`src/rtl/iterative_multdiv_execute_pkg.sv`:
```
// Shared types and constants for the iterative multiply/divide execute unit.
// Imported by the top module and the single-iteration datapath step.
package iterative_multdiv_execute_pkg;

    typedef enum logic [1:0] {
        IDLE = 2'd0,
        RUN  = 2'd1,
        DONE = 2'd2
    } state_e;

    localparam logic OP_MUL = 1'b0;
    localparam logic OP_DIV = 1'b1;

    // Quotient reported on divide by zero; sliced to WIDTH by the user
    localparam logic [63:0] DIVZERO_QUOT = '1;

endpackage

```
`src/rtl/iterative_multdiv_execute_datapath_step.sv`:
```
// One combinational iteration of unsigned shift-add multiply or
// restoring division over a 2*WIDTH-bit accumulator.
module multdiv_datapath_step
    import iterative_multdiv_execute_pkg::*;
#(
    parameter int WIDTH = 16
) (
    input  logic               op_i,
    input  logic [2*WIDTH-1:0] acc_i,
    input  logic [WIDTH-1:0]   b_i,
    output logic [2*WIDTH-1:0] acc_o
);

    logic [WIDTH:0]   sum;
    logic [WIDTH:0]   rem_sh;
    logic             ge;
    logic [WIDTH-1:0] diff;

    always_comb begin
        sum    = {1'b0, acc_i[2*WIDTH-1:WIDTH]} + {1'b0, b_i};
        // Partial remainder after the left shift keeps its carried-out MSB
        rem_sh = acc_i[2*WIDTH-1:WIDTH-1];
        ge     = rem_sh >= {1'b0, b_i};
        diff   = rem_sh[WIDTH-1:0] - b_i;
        acc_o  = acc_i;
        if (op_i == OP_MUL) begin
            if (acc_i[0]) begin
                acc_o = {sum, acc_i[WIDTH-1:1]};
            end else begin
                acc_o = {1'b0, acc_i[2*WIDTH-1:1]};
            end
        end else begin
            if (ge) begin
                acc_o = {diff, acc_i[WIDTH-2:0], 1'b1};
            end else begin
                acc_o = {rem_sh[WIDTH-1:0], acc_i[WIDTH-2:0], 1'b0};
            end
        end
    end

endmodule

```
`src/rtl/iterative_multdiv_execute.sv`:
```
// Execute-stage iterative multiply/divide unit owning hi/lo; stalls the
// front end for the duration of an operation.
module iterative_multdiv_execute
    import iterative_multdiv_execute_pkg::*;
#(
    parameter int WIDTH = 16,
    parameter int CNT_W = 4
) (
    input  logic             clk,
    input  logic             reset,
    input  logic             Ehilowrite,
    input  logic             Emultdiv,
    input  logic [WIDTH-1:0] Erd1,
    input  logic [WIDTH-1:0] Erd2,
    output logic [WIDTH-1:0] hi,
    output logic [WIDTH-1:0] lo,
    output logic             busy,
    output logic             stall,
    output logic             done,
    output logic             divzero
);

    state_e             state_q, state_d;
    logic [CNT_W-1:0]   cnt_q, cnt_d;
    logic [2*WIDTH-1:0] acc_q, acc_d;
    logic [WIDTH-1:0]   b_q, b_d;
    logic               op_q, op_d;
    logic [WIDTH-1:0]   hi_q, hi_d;
    logic [WIDTH-1:0]   lo_q, lo_d;
    logic               done_q, done_d;
    logic               dz_q, dz_d;
    logic [2*WIDTH-1:0] step;

    multdiv_datapath_step #(
        .WIDTH(WIDTH)
    ) u_step (
        .op_i (op_q),
        .acc_i(acc_q),
        .b_i  (b_q),
        .acc_o(step)
    );

    always_comb begin
        state_d = state_q;
        cnt_d   = cnt_q;
        acc_d   = acc_q;
        b_d     = b_q;
        op_d    = op_q;
        hi_d    = hi_q;
        lo_d    = lo_q;
        done_d  = 1'b0;
        dz_d    = dz_q;
        unique case (state_q)
            IDLE, DONE: begin
                state_d = IDLE;
                if (Ehilowrite) begin
                    op_d = Emultdiv;
                    dz_d = 1'b0;
                    if (Emultdiv == OP_DIV && Erd2 == '0) begin
                        hi_d    = Erd1;
                        lo_d    = DIVZERO_QUOT[WIDTH-1:0];
                        dz_d    = 1'b1;
                        done_d  = 1'b1;
                        state_d = DONE;
                    end else begin
                        // Multiply keeps the multiplier in the low half;
                        // divide keeps the dividend there.
                        if (Emultdiv == OP_MUL) begin
                            acc_d = {{WIDTH{1'b0}}, Erd2};
                            b_d   = Erd1;
                        end else begin
                            acc_d = {{WIDTH{1'b0}}, Erd1};
                            b_d   = Erd2;
                        end
                        cnt_d   = '0;
                        state_d = RUN;
                    end
                end
            end
            RUN: begin
                acc_d = step;
                cnt_d = cnt_q + 1'b1;
                if (cnt_q == CNT_W'(WIDTH - 1)) begin
                    hi_d    = step[2*WIDTH-1:WIDTH];
                    lo_d    = step[WIDTH-1:0];
                    done_d  = 1'b1;
                    state_d = DONE;
                end
            end
            default: state_d = IDLE;
        endcase
    end

    always_ff @(posedge clk) begin
        if (reset) begin
            state_q <= IDLE;
            cnt_q   <= '0;
            acc_q   <= '0;
            b_q     <= '0;
            op_q    <= OP_MUL;
            hi_q    <= '0;
            lo_q    <= '0;
            done_q  <= 1'b0;
            dz_q    <= 1'b0;
        end else begin
            state_q <= state_d;
            cnt_q   <= cnt_d;
            acc_q   <= acc_d;
            b_q     <= b_d;
            op_q    <= op_d;
            hi_q    <= hi_d;
            lo_q    <= lo_d;
            done_q  <= done_d;
            dz_q    <= dz_d;
        end
    end

    assign hi      = hi_q;
    assign lo      = lo_q;
    assign done    = done_q;
    assign divzero = dz_q;
    assign busy    = (state_q == RUN);
    assign stall   = (state_q == RUN) ||
                     ((state_q == IDLE || state_q == DONE) && Ehilowrite);

endmodule

```
`config.mk`:
```
export PLATFORM = sky130hd
export DESIGN_NAME = iterative_multdiv_execute
export DESIGN_NICKNAME = d
export VERILOG_FILES = /design/src/rtl/iterative_multdiv_execute_pkg.sv /design/src/rtl/iterative_multdiv_execute_datapath_step.sv /design/src/rtl/iterative_multdiv_execute.sv
export SDC_FILE = /design/constraint.sdc
export NUM_CORES = 1
export LEC_CHECK = 0
export CAP_MARGIN = 20
export CORE_MARGIN = 2
export CORE_UTILIZATION = 60
export CTS_CLUSTER_DIAMETER = 50
export DETAILED_ROUTE_END_ITERATION = 16
export PLACE_DENSITY = 0.82
export SETUP_SLACK_MARGIN = 0.02
export SYNTH_ARGS = -nofsm -noshare
export SYNTH_HDL_FRONTEND = slang
export SYNTH_SLANG_ARGS = --single-unit
export TNS_END_PERCENT = 30
```
`constraint.sdc`:
```
create_clock -name clk -period 7.33 [get_ports clk]
set_input_delay 0.733 -clock clk [delete_from_list [all_inputs] [get_ports clk]]
set_output_delay 0.733 -clock clk [all_outputs]
set_load 0.02 [all_outputs]
```
Word level (Yosys, flattened, before mapping)
Cells that the tools add are included.
Widths: inputs -> output; s select.
{ "op_classes": {"order_cmp": 1, "n_reduce_logical": 12, "n_mux": 27, "bitwise": 1, "n_addsub": 3, "n_eq_ne": 7} }
{ "op_table": {"columns": ["cell", "n"], "rows": [
  ["$mux 32", 5],
  ["$mux 16", 8],
  ["$pmux 16 s2", 2],
  ["$pmux 32 s2", 1],
  ["$add 16x16->17", 1],
  ["$ge 17x16->1", 1],
  ["$logic_not 16->1", 1],
  ["$sub 16x16->16", 1],
  ["$mux 4", 2],
  ["$pmux 4 s2", 1],
  ["$mux 2", 3],
  ["$ne 2x2->1 const B", 3],
  ["$reduce_and 3->1", 2],
  ["$add 4x1->4 const B", 1],
  ["$eq 4x4->1 const B", 1],
  ["$pmux 2 s2", 1],
  ["$reduce_and 4->1", 1],
  ["$mux 1", 3],
  ["$eq 2x1->1 const B", 1],
  ["$eq 2x2->1 const B", 1],
  ["$logic_and 1x1->1", 2],
  ["$logic_not 2->1", 1],
  ["$logic_or 1x1->1", 2],
  ["$ne 2x1->1 const B", 1],
  ["other kinds (5)", 5]
]} }
{ "totals": {"reg_bits": 89, "elab_cells": 60, "in_bits": 36, "output_inout_bits": 36} }

Longest topological paths before layout
{ "logic_depth": {"depth_word": 5, "mapped_depth": 12, "mapped_depth_nobuf": 12} }

Hierarchy
From an unflattened synthesis, not the netlist that was laid out.
{ "hier_totals": {"cells_unflattened": 690, "hier_area_um2": 5990.7} }
{ "modules_own_cells": {"columns": ["mod", "cells_per_inst", "area_each_um2", "instances", "seq_area_each_um2"], "rows": [
  ["iterative_multdiv_execute", 392, 3787.4, 1, 1781.7],
  ["multdiv_datapath_step", 298, 2203.4, 1, 0.0]
]} }

Least setup slack after synthesis
No wires, ideal clock.
{ "synth_path": {"path_kind": "register to register", "from": "register acc_q[16]", "to": "register hi_q[13] (netlist: hi[13])", "arrival_ns": 2.571, "required_time_ns": 7.194, "stages_incl_launch_ff": 11, "path_slack_ns": 4.623, "cell_sequence": "dfxtp_1 > ha_1 > fa_1 > a211oi_1 > o21ai_1 > a311oi_1 > o31ai_1 > xor2_1 > mux2_2 > a21boi_1 > a211oi_1"} }
{ "synth_between": {"elab_chain_cells": 5, "word_cells_on_any_way": 8} }
{ "synth_lines": {"columns": ["element", "line_no", "source"], "rows": [
  ["from (decl)", "iterative_multdiv_execute.sv:25", "logic [2*WIDTH-1:0] acc_q, acc_d;"],
  ["from (signal assigned)", "iterative_multdiv_execute.sv:98", "acc_q <= '0;"],
  ["from (signal assigned)", "iterative_multdiv_execute.sv:108", "acc_q <= acc_d;"],
  ["$add 16x16->17 (tied with other cells)", "iterative_multdiv_execute_datapath_step.sv:20", "sum = {1'b0, acc_i[2*WIDTH-1:WIDTH]} + {1'b0, b_i};"],
  ["$mux 32 (on tied branches)", "iterative_multdiv_execute_datapath_step.sv:27, iterative_multdiv_execute_datapath_step.sv:33", null],
  ["$mux 32 *", "iterative_multdiv_execute_datapath_step.sv:26", "if (op_i == OP_MUL) begin"],
  ["$mux 16 *", "iterative_multdiv_execute.sv:83", "if (cnt_q == CNT_W'(WIDTH - 1)) begin"],
  ["$pmux 16 s2 *", "iterative_multdiv_execute.sv:53", "unique case (state_q)"],
  ["to (signal assigned)", "iterative_multdiv_execute.sv:111", "hi_q <= hi_d;"],
  ["to (decl)", "iterative_multdiv_execute.sv:28", "logic [WIDTH-1:0] hi_q, hi_d;"]
]} }
Every way passes the cells marked *; elsewhere a longest branch is shown, timed or not. The select of a mux whose other input is x is not followed.
A chain may end at the register's enable or synchronous reset.

Worst setup path in the final report
Ends and elaborated chain as after synthesis.

==> flow_summary.ini <==
[worst_setup_path]
crit_family = compound AO/OA/AOI/OAI gates
max_stage_delay_ns = 0.49
required_ns = 7.54
crit_path_end_kind = flip-flop
cp_common_cell = a211oi_1
setup.worst_path.class = reg2reg
start_kind = flip-flop
cp_data_arrival_time_ns = 3.51
slowest_stage = a311oi_1
cp_max_fo = 6
critPathBufInv = 0
critical_path.cell_chain = ha_1 -> fa_1 -> a211oi_1 -> o21ai_1 -> a311oi_1 -> o31ai_1 -> xor2_1 -> mux2_2 -> a21boi_1 -> a211oi_1

[floorplan]
core_area_um2 = 9680
floorplan.initialDensity_pct = 61.1
dieArea_um2 = 10700
dieWidth_um = 103
die_y_um = 103
fp-row-count = 36
io_pins = 72

[synth]
synthCells = 737
syn_area_um2 = 5910
async_flop_share_pct = 0
synth-edff-count = 0
ys.flop_type = dfxtp_1
ys_warn_count = 0
synth_fp_nets = 808
synth_seq_area_share_pct = 30.1
syn_avg_cell_area_um2 = 8.02
synth_seq_cells = 89
synth_cell_types = 63

[clock_network]
cts_tree = built
htreeDepth = 3
cts_root_buf = clkbuf_8
clock_latency_ns = 0.37
cts_sinks = 89
post_cts_buffers = 0
clk_pin_slew_ns = 0.08
cts_buffers = 9
cts_resized = 0
hold_buffers = 0
cts_buffer_depth = 2

[timing]
finalSetupTns_ns = 0
maxSlewHeadroom_pct = 32.9
hold_viol = 0
period_share_pct = 45.1
worstMarginPinSlew_ns = 1.00
fin_skew_ns = 0.00695
period_minus_slack_ns = 3.30
setup_viol = 0
fmax_mhz = 303
slew_violations = 0
rsz0062_at_grt = false

[placement]
port_buffers = 71
place.gp.congestion = 0.947
dp_hpwl_um = 12600
placedCellCount = 902

[route]
drc = 0
vias = 5826
drt_iter0_markers = 436
vias_per_cell = 6.34
ant_nets = 0
wl_per_cell_um = 18.9
firstDrtPassIters = 5
routed_wl_um = 17300

[power_and_ir_drop]
ir_worst_vdd_mv = 0.157
p_per_area_nw_per_um2 = 181
leakagePower_nw = 2.72

[cells_and_area]
ff_latch_area_um2 = 1780
fin_nets = 852
fill_cells = 783
drive_gt1_share_pct = 7.25
diodes = 0
multi_input_area_um2 = 3850
synthToLayoutAreaGrowth_pct = 16.9
fin_cells = 919

[job]
maxCapViolCount = 0

[grt]
grt_pass1_vias = 5387
grt_overflow = 0
grt_max_degree = 89
grtUsageTotal_pct = 33.0
grt_pass1_wl_um = 27300
grt_antenna_before_repair = 0

[outcome]
outcome = completed

[worst_hold_path]
hp-class = reg2reg
registers in the layout, indices dropped and copies added (netlist names), 2 cells and up:
| signal | cells |
|---|---|
| state_q | 2 |
| b_q | 16 |
| acc_q | 32 |
| cnt_q | 4 |
| hi | 16 |
| lo | 16 |
per-stage QoR:
step                hold slack, ns  total power (W)  area (µm²)  utilization [%]  setup slack, ns
CTS                          0.474          0.00124        6890             71.1             4.01
global placement             0.456         0.000861        6660             68.8             3.73
global route                 0.518          0.00130        6910             71.4             3.83
detailed placement           0.463         0.000871        6660             68.8             3.63
floorplan                    0.470         0.000777        5910                -             4.62
finish                       0.476          0.00125        6910             71.4             4.03
Yosys cell counts, types with 4 or more instances:
master / number / area share, %
xnor2_1: 13 / 1.9
buf_2: 5 / 0.42
o21a_1: 5 / 0.63
clkbuf_1: 38 / 2.4
mux2_2: 17 / 3.2
nand4_1: 5 / 0.53
nand2b_1: 7 / 0.74
o211ai_1: 21 / 2.7
nor4_1: 4 / 0.42
a21o_1: 16 / 2.0
nor2_1: 76 / 4.8
nand3_1: 15 / 1.3
o21ai_0: 16 / 1.4
mux2i_1: 44 / 7.4
nor3_1: 41 / 3.5
nand2_1: 68 / 4.3
a211oi_1: 34 / 4.3
a221oi_1: 5 / 0.74
a211o_1: 5 / 0.74
inv_1: 27 / 1.7
nor2b_1: 7 / 0.74
ha_1: 33 / 7.0
dfxtp_1: 89 / 30
a31oi_1: 7 / 0.74
xor2_1: 7 / 1.0
and3_1: 4 / 0.42
a21oi_1: 74 / 6.3
o21ai_1: 5 / 0.42
tightest hold or removal path, stage by stage, from the launching register on:
cell and delay (ns):
dfxtp_1 0.32, nand3_1 0.06, o31ai_1 0.06
layer usage:
layer	part of all wire, %	vias to the layer above	track usage [%]	wire length, µm
met4	3.0	0	14.1	516
met5	0	-	0	0
met3	6.9	33	5.65	1190
li1	-	2768	-	-
met2	47	261	52.7	8200
met1	43	2764	44.0	7420
path summary, 6_finish.rpt:
path | from | end | slack (ns) | cells past startpoint
worst max register to register | acc_q[16]$_SDFFE_PP0P_ | hi[13]$_SDFFE_PP0P_ | 4.03 | 10
worst max-delay path | acc_q[16]$_SDFFE_PP0P_ | hi[13]$_SDFFE_PP0P_ | 4.03 | 10
worst min register to register | hi[0]$_SDFFE_PP0P_ | hi[0]$_SDFFE_PP0P_ | 0.48 | 2
worst min-delay path | hi[0]$_SDFFE_PP0P_ | hi[0]$_SDFFE_PP0P_ | 0.48 | 2
logic make-up after synthesis:
| kind of cell | Yosys count | synth area share (%) |
|---|---|---|
| simple gates | 238 | 18.4 |
| buf+inv | 74 | 4.93 |
| mux | 62 | 10.9 |
| flops | 89 | 30.1 |
| xor+xnor | 20 | 2.96 |
| fa+ha+maj | 35 | 7.66 |
| compound gates | 219 | 25.0 |
cells in the final DEF, fill, tap and decap left out, types with 27 or more instances in the layout:
cell type / instances
dfxtp_1: 89
nor2_1: 75
a21oi_1: 74
clkdlybuf4s50_1: 69
nand2_1: 68
mux2i_1: 44
nor3_1: 41
a211oi_1: 34
ha_1: 33
inv_1: 27
report_power, final:
group          switching [W]  total (W)  internal (W)
Sequential         0.0000249   0.000529      0.000504
Clock               0.000166   0.000378      0.000211
Combinational       0.000202   0.000343      0.000140
Total               0.000393    0.00125      0.000856
cell type report:
| cell class | instances | area share (%) |
|---|---|---|
| clock inverter | 2 | 0.869 |
| clock buffer | 14 | 2.35 |
| multi-input combinational | 574 | 55.7 |
| timing repair buffer | 80 | 11.4 |
| inverter | 27 | 1.47 |
| tap | 133 | 2.41 |
| sequential | 89 | 25.8 |
(Power assumes the default switching activity.)
==> RTL change 1, RTL diff (same flow settings) <==
Take the reset off `b_q`, `hi_q` and `lo_q` and load them in a clocked block of their own.
--- a/src/rtl/iterative_multdiv_execute.sv
+++ b/src/rtl/iterative_multdiv_execute.sv
@@ -97,8 +97,5 @@
             cnt_q   <= '0;
             acc_q   <= '0;
-            b_q     <= '0;
             op_q    <= OP_MUL;
-            hi_q    <= '0;
-            lo_q    <= '0;
             done_q  <= 1'b0;
             dz_q    <= 1'b0;
@@ -107,11 +104,14 @@
             cnt_q   <= cnt_d;
             acc_q   <= acc_d;
-            b_q     <= b_d;
             op_q    <= op_d;
-            hi_q    <= hi_d;
-            lo_q    <= lo_d;
             done_q  <= done_d;
             dz_q    <= dz_d;
         end
+    end
+
+    always_ff @(posedge clk) begin
+        b_q  <= b_d;
+        hi_q <= hi_d;
+        lo_q <= lo_d;
     end
 
Function: changed (a bounded check fails within 4 cycles, from zero or initial values and one cycle with reset high).
==> RTL change 1 against the original RTL <==
  * Die area shrank 0.44%
  * Wire length shrank 12%
  * Global-route usage shrank 2.9 points
  * Total power shrank 7.0%
  * Sequential cell count is the same
  * Worst setup slack lost 88 ps
  * Synthesized area shrank 0.44%
  * Cell area is essentially flat
  * Critical path type unchanged
  * Largest cell class unchanged
  * Highest routed layer unchanged
==> RTL change 1: results <==
[synthesis]
yosys-top-cells-count = 70 x nor2_1, 69 x nand2_1, 48 x edfxtp_1
synth_cells = 633
ys_types = 71
ys_seq_area_frac = 0.384
synth_edf_count = 48
synthTopCellsByArea = edfxtp_1 24%, dfxtp_1 14%, ha_1 7.0%, mux2i_1 6.8%, mux2_2 4.6%
synth_fp_nets = 704

[drt]
wl_per_cell_um = 18.4
wl_met1_um = 6670
drt_iter0_drc = 308
met2WireLength_um = 7250

[layout]
fin_cells = 831
fin_nets = 764

[status]
status = completed

[worst_hold_path]
min-delay-start = divzero
hold_end = divzero

[place]
gp_congestion = 0.917
place_ws_ps = 3600
dp.final_hpwl_um = 11500

[global_routing]
use_met2 = 0.490
grt_use_met3 = 0.0454

[timing]
fin_crit_ps = 3390

[power]
p_seq_frac = 0.491
swShare = 0.298
vdd_drop_max_mv = 0.161
==> RTL change 1: final cells by class <==
cell class	instances	area [um2]
multi-input cells	486	3410
fillers	749	2720
flip-flops and latches	89	2260
repair buffers	79	791
clock buffers	13	169
well taps	133	166
inverters	28	105
clock inverters	3	15.0
==> RTL change 1: critical path, stage by stage, from the launching register on <==
cell and delay [ps]:
dfxtp_1 400, ha_1 290, fa_1 470, a211oi_2 240, o21bai_1 150, a21oi_2 210
o31ai_1 180, a221oi_1 290, o21ai_0 160, a2111o_1 480, mux2_4 270
==> RTL change 1: cell families (layout without fill, tap and decap cells) <==
kind of cell / after synthesis / in the layout / synth area share
xor+xnor: 22 / 22 / 0.0327
compound gates: 165 / 165 / 0.195
buf+inv: 58 / 123 / 0.0395
fa+ha+maj: 35 / 35 / 0.0769
mux: 65 / 65 / 0.116
simple gates: 199 / 199 / 0.155
flops: 89 / 89 / 0.384
==> RTL change 2, RTL diff (same settings) <==
Without the edit above. `WIDTH` is set to 16 in 2 places; all go to 32.
--- a/src/rtl/iterative_multdiv_execute_datapath_step.sv
+++ b/src/rtl/iterative_multdiv_execute_datapath_step.sv
@@ -4,5 +4,5 @@
     import iterative_multdiv_execute_pkg::*;
 #(
-    parameter int WIDTH = 16
+    parameter int WIDTH = 32
 ) (
     input  logic               op_i,
--- a/src/rtl/iterative_multdiv_execute.sv
+++ b/src/rtl/iterative_multdiv_execute.sv
@@ -4,5 +4,5 @@
     import iterative_multdiv_execute_pkg::*;
 #(
-    parameter int WIDTH = 16,
+    parameter int WIDTH = 32,
     parameter int CNT_W = 4
 ) (
Interface: changed (resized Erd1, Erd2, hi and lo); port bits go from 72 to 136. No check against the original RTL was run, so the function may have changed too.
==> RTL change 2 against the original RTL <==
  * First-iteration DRC count is 150% higher
  * Synthesized area is 100% higher
  * Count of clock-buffer cells in the layout is 4 higher
  * Worst setup slack worse by 580 ps
  * Total power is 100% higher
  * Cell count is 100% higher
  * Sequential cell count is 80 higher
  * Sequential share of layout area is 1.0 points lower
  * Synthesized cell count is 110% higher
  * Cell area is 98% higher
  * Wire length is 110% higher
  * Sequential power is 89% higher
  * Critical endpoint is now hi[11]
==> RTL change 2: results <==
[layout]
final_layout_size_suffix_gt1_frac = 0.0684
fin_cells = 1858
fillers = 1617
fin_nets = 1715
largest_reg_flops = 64

[global_routing]
grtUsageTotal = 0.348
use_met1 = 0.476
grt_use_met3 = 0.0801
use_met2 = 0.534
grt_max_degree = 106
grt_pass1_wl_um = 57400
grt_pass1_vias = 10891

[clock_tree]
clk_latency_ps = 450
clkSinkCount = 169
cts-root-buf = clkbuf_16
htreeDepth = 4
cts_buffers = 17

[worst_setup_path]
worst-path-max-fanout = 30
regToRegSetupSlack_ps = 3440
r2r_cells = 14
r2r-end = hi[11]
cp_slowest_cell = a22o_2
cpPeakStageDelay_ps = 540
reg2reg_from = b_q[1]
critPathArrivalTime_ps = 4180

[synthesis]
synthTopCellsByArea = dfxtp_1 29%, a21oi_1 8.2%, mux2i_1 7.1%, ha_1 6.9%, nor2_1 5.5%
syn_avg_cell_area_um2 = 7.70
ys_seq_area_frac = 0.286
yosys-top-cells-count = 195 x a21oi_1, 173 x nor2_1, 169 x dfxtp_1
ys_types = 74

[drt]
drtPass1Iterations = 6
drt_iter0_drc = 1081
wl_um = 36300
viasPerCell = 6.29

[place]
dp.final_hpwl_um = 25800
dpl.cell_count = 1826
gp_congestion = 1.01
io_buffers = 135

[status]
status = completed

[timing]
clock_skew_ps = 21.5

[worst_hold_path]
hold_end = hi[22]
min-delay-start = hi[22]

[power]
leakage_nw = 5.32
vdd_drop_max_mv = 0.183
swShare = 0.344
==> RTL change 2: cell types whose count changed after synthesis, sizes merged, moves of 25 or more <==
cell    change
a21oi     +122
nor2       +98
nand2      +92
dfxtp      +80
clkbuf     +49
a211oi     +43
mux2i      +40
ha         +32
nor3       +30
o21ai      +25
==> RTL change 2: tightest hold or removal path, cell delays in order, from the launching register on <==
cell	delay, ps
dfxtp_1	320
nand2_1	60
a21oi_1	50
==> RTL change 2: cell families after synthesis <==
group | share of synthesized area
adders and majority gates | 0.0721
DFF | 0.286
AOI/OAI and AO/OA | 0.254
xor gates and xnor gates | 0.0414
and+or+nand+nor | 0.187
muxes | 0.101
buffers and inverters | 0.0584
==> RTL change 2: layout make-up <==
class / count / area, um2 / area share
Multi-Input combinational cell: 1199 / 7790 / 0.569
Sequential cell: 169 / 3380 / 0.247
Timing Repair Buffer: 144 / 1410 / 0.103
Clock buffer: 18 / 439 / 0.0321
Tap cell: 265 / 332 / 0.0242
Inverter: 49 / 184 / 0.0134
Clock inverter: 14 / 143 / 0.0104
==> RTL change 2: how the worst max path moves through the flow <==
stage	to	slack, ps	from	depth (start not counted)
6_report	hi[11]	3440	b_q[1]	14
5_1_grt	hi[21]	3020	b_q[1]	13
3_5_place_dp	hi[30]	3280	Erd2[4]	10
2_1_floorplan	hi[29]	4350	b_q[1]	13
4_1_cts	hi[22]	3490	b_q[1]	14
3_3_place_gp	lo[31]	3410	Erd2[3]	10
==> RTL change 2: layer usage <==
layer / routed length, um / share of wire
met5: 0 / 0
met4: 1180 / 0.032
met3: 3100 / 0.085
met2: 16100 / 0.44
met1: 16000 / 0.44
==> RTL change 2: stage by stage <==
| step | cell area (um2) | hold slack [ps] | power [W] | utilization | setup WS, ps |
|---|---|---|---|---|---|
| 3_5_place_dp | 13100 | 461 | 0.00164 | 0.676 | 3280 |
| 4_1_cts | 13700 | 475 | 0.00254 | 0.706 | 3490 |
| 5_1_grt | 13700 | 504 | 0.00264 | 0.706 | 3020 |
| 3_3_place_gp | 13100 | 444 | 0.00163 | 0.676 | 3410 |
| 2_1_floorplan | 11800 | 471 | 0.00148 | - | 4350 |
| 6_report | 13700 | 473 | 0.00255 | 0.706 | 3440 |
==> RTL change 2: power by group through the flow <==
stage | Clock, W | Sequential [W] | Combinational [W]
finish | 0.000907 | 0.00100 | 0.000641
global route | 0.000940 | 0.00101 | 0.000698
CTS | 0.000907 | 0.00100 | 0.000627
detailed placement | 0 | 0.00102 | 0.000621
global placement | 0 | 0.00102 | 0.000613
floorplan | 0 | 0.00100 | 0.000477
